`config.mk`:
```
export PLATFORM = sky130hd
export DESIGN_NAME = full_sram_seq
export DESIGN_NICKNAME = d
export VERILOG_FILES = /design/src/rtl/full_sram_seq.sv
export SDC_FILE = /design/constraint.sdc
export NUM_CORES = 1
export LEC_CHECK = 0
export ABC_AREA = 1
export CORE_AREA = 2 2 462 464
export DETAILED_ROUTE_END_ITERATION = 8
export DIE_AREA = 0 0 464 466
export SLEW_MARGIN = 10
export SYNTH_ARGS = -nofsm -noshare
export SYNTH_HDL_FRONTEND = slang
export SYNTH_SLANG_ARGS = --single-unit
```
`constraint.sdc`:
```
create_clock -name wb_clk_i -period 3.1 [get_ports wb_clk_i]
set_input_delay 0.93 -clock wb_clk_i [delete_from_list [all_inputs] [get_ports wb_clk_i]]
set_output_delay 0.93 -clock wb_clk_i [all_outputs]
set_load 0.01 [all_outputs]
```
`src/rtl/full_sram_seq.sv`:
```
// Access sequencer for the full_sram macro: turns a valid/ready request into a
// precharge -> wordline/enable -> recover sequence and captures read data.
module full_sram_seq #(
    parameter int ADDR_W     = 10,
    parameter int DATA_W     = 32,
    parameter int PRE_CYCLES = 1,
    parameter int ACC_CYCLES = 2
) (
    input  logic                     wb_clk_i,
    input  logic                     wb_rst_i,
    input  logic                     req_valid_i,
    output logic                     req_ready_o,
    input  logic                     req_we_i,
    input  logic [ADDR_W-1:0]        req_addr_i,
    input  logic [DATA_W-1:0]        req_wdata_i,
    output logic                     resp_valid_o,
    output logic [DATA_W-1:0]        resp_rdata_o,
    output logic                     sram_pre_o,
    output logic                     sram_readen_o,
    output logic                     sram_writeen_o,
    output logic [(1<<ADDR_W)-1:0]   sram_wl_o,
    output logic [DATA_W-1:0]        sram_din_o,
    input  logic [DATA_W-1:0]        sram_dout_i
);

    localparam int CNT_MAX = (PRE_CYCLES > ACC_CYCLES) ? PRE_CYCLES : ACC_CYCLES;
    localparam int CNT_W   = (CNT_MAX > 1) ? $clog2(CNT_MAX) : 1;
    localparam logic [CNT_W-1:0] PRE_LOAD = CNT_W'(PRE_CYCLES - 1);
    localparam logic [CNT_W-1:0] ACC_LOAD = CNT_W'(ACC_CYCLES - 1);

    typedef enum logic [1:0] {
        IDLE      = 2'd0,
        PRECHARGE = 2'd1,
        ACCESS    = 2'd2,
        RECOVER   = 2'd3
    } state_t;

    state_t              state_q, state_d;
    logic [CNT_W-1:0]    cnt_q, cnt_d;
    logic [ADDR_W-1:0]   addr_q, addr_d;
    logic                we_q, we_d;
    logic [DATA_W-1:0]   wdata_q, wdata_d;
    logic [DATA_W-1:0]   rdata_q, rdata_d;
    logic [(1<<ADDR_W)-1:0] wl_dec;

    always_ff @(posedge wb_clk_i or posedge wb_rst_i) begin
        if (wb_rst_i) begin
            state_q <= IDLE;
            cnt_q   <= '0;
            addr_q  <= '0;
            we_q    <= 1'b0;
            wdata_q <= '0;
            rdata_q <= '0;
        end else begin
            state_q <= state_d;
            cnt_q   <= cnt_d;
            addr_q  <= addr_d;
            we_q    <= we_d;
            wdata_q <= wdata_d;
            rdata_q <= rdata_d;
        end
    end

    // The counter is reloaded on each phase entry and the phase ends when it reads zero.
    always_comb begin
        state_d = state_q;
        cnt_d   = cnt_q;
        addr_d  = addr_q;
        we_d    = we_q;
        wdata_d = wdata_q;
        rdata_d = rdata_q;
        case (state_q)
            IDLE: begin
                if (req_valid_i) begin
                    addr_d  = req_addr_i;
                    we_d    = req_we_i;
                    wdata_d = req_we_i ? req_wdata_i : wdata_q;
                    cnt_d   = PRE_LOAD;
                    state_d = PRECHARGE;
                end
            end
            PRECHARGE: begin
                if (cnt_q == '0) begin
                    cnt_d   = ACC_LOAD;
                    state_d = ACCESS;
                end else begin
                    cnt_d = cnt_q - 1'b1;
                end
            end
            ACCESS: begin
                if (cnt_q == '0) begin
                    // Read data is sampled at the edge closing the last access cycle.
                    if (!we_q) rdata_d = sram_dout_i;
                    state_d = RECOVER;
                end else begin
                    cnt_d = cnt_q - 1'b1;
                end
            end
            RECOVER: begin
                state_d = IDLE;
            end
            default: begin
                state_d = IDLE;
            end
        endcase
    end

    always_comb begin
        wl_dec = '0;
        if (state_q == ACCESS) wl_dec[addr_q] = 1'b1;
    end

    // All macro controls decode from registered state, so reset clears them at once.
    assign req_ready_o    = (state_q == IDLE);
    assign resp_valid_o   = (state_q == RECOVER);
    assign sram_pre_o     = (state_q != ACCESS);
    assign sram_readen_o  = (state_q == ACCESS) && !we_q;
    assign sram_writeen_o = (state_q == ACCESS) && we_q;
    assign sram_wl_o      = wl_dec;
    assign sram_din_o     = wdata_q;
    assign resp_rdata_o   = rdata_q;

endmodule

```
==> results.yml <==
global_routing:
  grt_pass1_vias: 17040
  busiest_layer: "met2"
  grt_pass1_wl_microns: 172600
  use_met2: 0.2053
  antenna_found_initial: 28
  met3_usage: 0.02882
  grt_max_degree: 34
  met1_usage: 0.1444
  globalRouteOverflowTotal: 0
  track_usage: 0.1212
die:
  die_h_microns: 466
  dieArea_sq_um: 216200
  initial_utilization: 0.03976
  num_rows: 169
  die_w_microns: 464
  num_io_pins: 1171
  core_sq_um: 211200
cts:
  numCtsBuffers: 9
  cts_tree: "built"
  cts.sinks: 78
  clk_pin_slew_ns: 0.09
  clock_path_buffers: 2
  insertion_delay_ns: 0.41
  cts-htree-levels: 3
  root_buffer: "clkbuf_16"
setup_path:
  rr_endpoint: "resp_rdata_o[20]$_DFFE_PP0P_"
  worstPathRequired_ns: 2.17
  cp-start-kind: "register"
  worst_ep_arrival_time_ns: 2.48
  cp-end-kind: "output pin"
  r2r-start: "state_q[0]$_DFFE_PP0P_"
  crit_chain: "nand3_1, nor2_4, clkinv_2, buf_12, nor2_1, clkdlybuf4s50_1"
  crit_type: "reg -> out"
  reg2reg_depth: 11
  crit_fanout: 25
  r2r_slack_ns: 0.80
  cpPeakStageDelay_ns: 0.56
  crit_slowest_cell: "clkdlybuf4s50_1"
final_layout:
  fin_area_sq_um: 29060
  drive_above_1_share: 0.2289
  fillerInstances: 24100
  area_delta_synth_final_pct: 246.0
  instances_no_fill: 5862
  post-route-util: 0.1376
  layout.nets: 3109
worst_hold_path:
  min_to: "sram_din_o[30]$_DFFE_PP0P_"
  hold_start: "sram_din_o[30]$_DFFE_PP0P_"
  hold_depth: 2
  hold_class: "reg -> reg"
sta:
  slew_viol_final: 0
  tightest_slew_ns: 0.8270
  worst_slack_ns: -0.3133
  rsz0062_at_grt: "yes"
  slew_headroom: 0.4453
  clock_skew_ns: 0.02329
  fin_setup_tns_ns: -38.44
  setup_viol: 420
  period_minus_slack_ns: 3.413
  hold_viol: 0
  fin_crit_sh: 1.101
  fmax_ghz: 0.2930
  whs_ns: 0.4720
synthesis:
  yosysTopAreaCellShare: 0.4643
  syn-num-nets: 1809
  synth_seq_cells: 78
  synth.most_common_cell: "nor2_1"
  syn_area_sq_um: 8399
  synth_common_cells: "nor2_1 (1039), nand2_1 (234), clkbuf_1 (166), nand3_1 (100), dfrtp_1 (78)"
  yosysUniqueCellTypes: 19
  synth_area_leaders: "nor2_1 (46%), dfrtp_1 (23%), nand2_1 (10%)"
  ys.flop_type: "dfrtp_1"
  async_reset_ff_frac: 1.000
  synth.largest_area_cell: "nor2_1"
  netlist_instances: 1727
  yosysSeqAreaShare: 0.2324
  synth_edf_count: 0
  avgSynthCellArea_sq_um: 4.864
  yosysWarningCount: 0
drt:
  vias: 18390
  first_pass_iters: 6
  viasPerCell: 3.136
  ant_nets: 0
  wire_per_inst_microns: 24.74
  drtIter0Drc: 1385
  routed_wl_microns: 145000
  drc_errors: 0
outcome:
  violations: "setup timing"
  status: "finished, violations left"
placed_design:
  place.gp.congestion: 0.8331
  place_ws_ns: -0.09458
  port-buffer-count: 1170
  post-place-cells: 5741
  place_area_sq_um: 26190
  place_hpwl_microns: 109900
run:
  cap_violations: 0
power_and_ir_drop:
  vdd_ir_drop_max_uv: 332.3
  finalPower_mw: 11.55
  p_leak_nw: 19.65
  power_density_nw_per_um2: 397.4
-- kinds of logic after synthesis --
| family | after synthesis | share of synthesized area |
|---|---|---|
| fa+ha+maj | 4 | 0.005959 |
| compound gates | 12 | 0.007151 |
| buf+inv | 240 | 0.1105 |
| simple gates | 1393 | 0.6440 |
| flops | 78 | 0.2324 |
-- worst max path at each step --
stage / start / endpoint / slack (ns)
2_1_floorplan: wb_rst_i / addr_q[0]$_DFFE_PP0P_ / 0.17
3_3_place_gp: addr_q[7]$_DFFE_PP0P_ / sram_wl_o[1008] / -0.06
3_5_place_dp: state_q[0]$_DFFE_PP0P_ / sram_wl_o[965] / -0.09
4_1_cts: addr_q[2]$_DFFE_PP0P_ / sram_wl_o[621] / -0.32
5_1_grt: addr_q[3]$_DFFE_PP0P_ / sram_wl_o[800] / -0.37
6_report: addr_q[2]$_DFFE_PP0P_ / sram_wl_o[173] / -0.31
-- cell usage in the layout (no fill, tap or decap), types with 4 or more instances in the layout --
master,count
buf_12,130
buf_2,36
buf_4,150
buf_6,61
buf_8,9
clkbuf_16,16
clkbuf_2,30
clkdlybuf4s15_1,30
clkdlybuf4s15_2,58
clkdlybuf4s50_1,179
dfrtp_1,71
dfrtp_2,7
diode_2,9
dlygate4sd2_1,336
dlymetal6s2s_1,460
inv_1,18
inv_2,11
inv_6,4
nand2_1,187
nand2_2,27
nand2_4,17
nand3_1,76
nand3_2,9
nand3_4,15
nand4_1,10
nor2_1,953
nor2_2,47
nor2_4,42
o21ai_0,12
-- area by class of cell --
class                           instances  area (sq um)  area share
Antenna cell                            9         22.52   0.0007750
Multi-Input combinational cell       1409          6481      0.2230
Tap cell                             2821          3530      0.1215
Timing Repair Buffer                 1489         16560      0.5699
Clock inverter                          6         93.84    0.003229
Sequential cell                        78          1961     0.06747
Clock buffer                           10         229.0    0.007879
Inverter                               40         180.2    0.006200
-- what timing repair did --
item                       4_1_cts  5_1_grt
hold buffers                     0        0
setup endpoints to repair     1017      999
setup buffers                   30       53
pin swaps                       16       20
gates cloned                     4       10
resized for setup              807      799
-- power by group --
| part | internal (mW) | switching [mW] | total, mW |
|---|---|---|---|
| registers | 1.52 | 0.378 | 1.90 |
| logic | 3.12 | 5.23 | 8.34 |
| clock network | 0.713 | 0.594 | 1.31 |
-- flip-flops by register name, summed over array words and instances (netlist names) --
name / flops
resp_rdata_o: 32
sram_din_o: 32
addr_q: 10
state_q: 2
cnt_q: 1
we_q: 1
-- metal layers --
metal | part of all wire | routed length, microns
met2 | 0.48 | 68900
met4 | 0.045 | 6585
met1 | 0.40 | 57470
met5 | 0.00026 | 38
met3 | 0.083 | 12040
-- worst max-delay path, delay by kind of cell (launching register included) --
family	cells	cell delay, ns
buffers and inverters	3	0.86
and+or+nand+nor	3	0.63
DFF	1	0.47
Power figures use the tool's default switching activity.
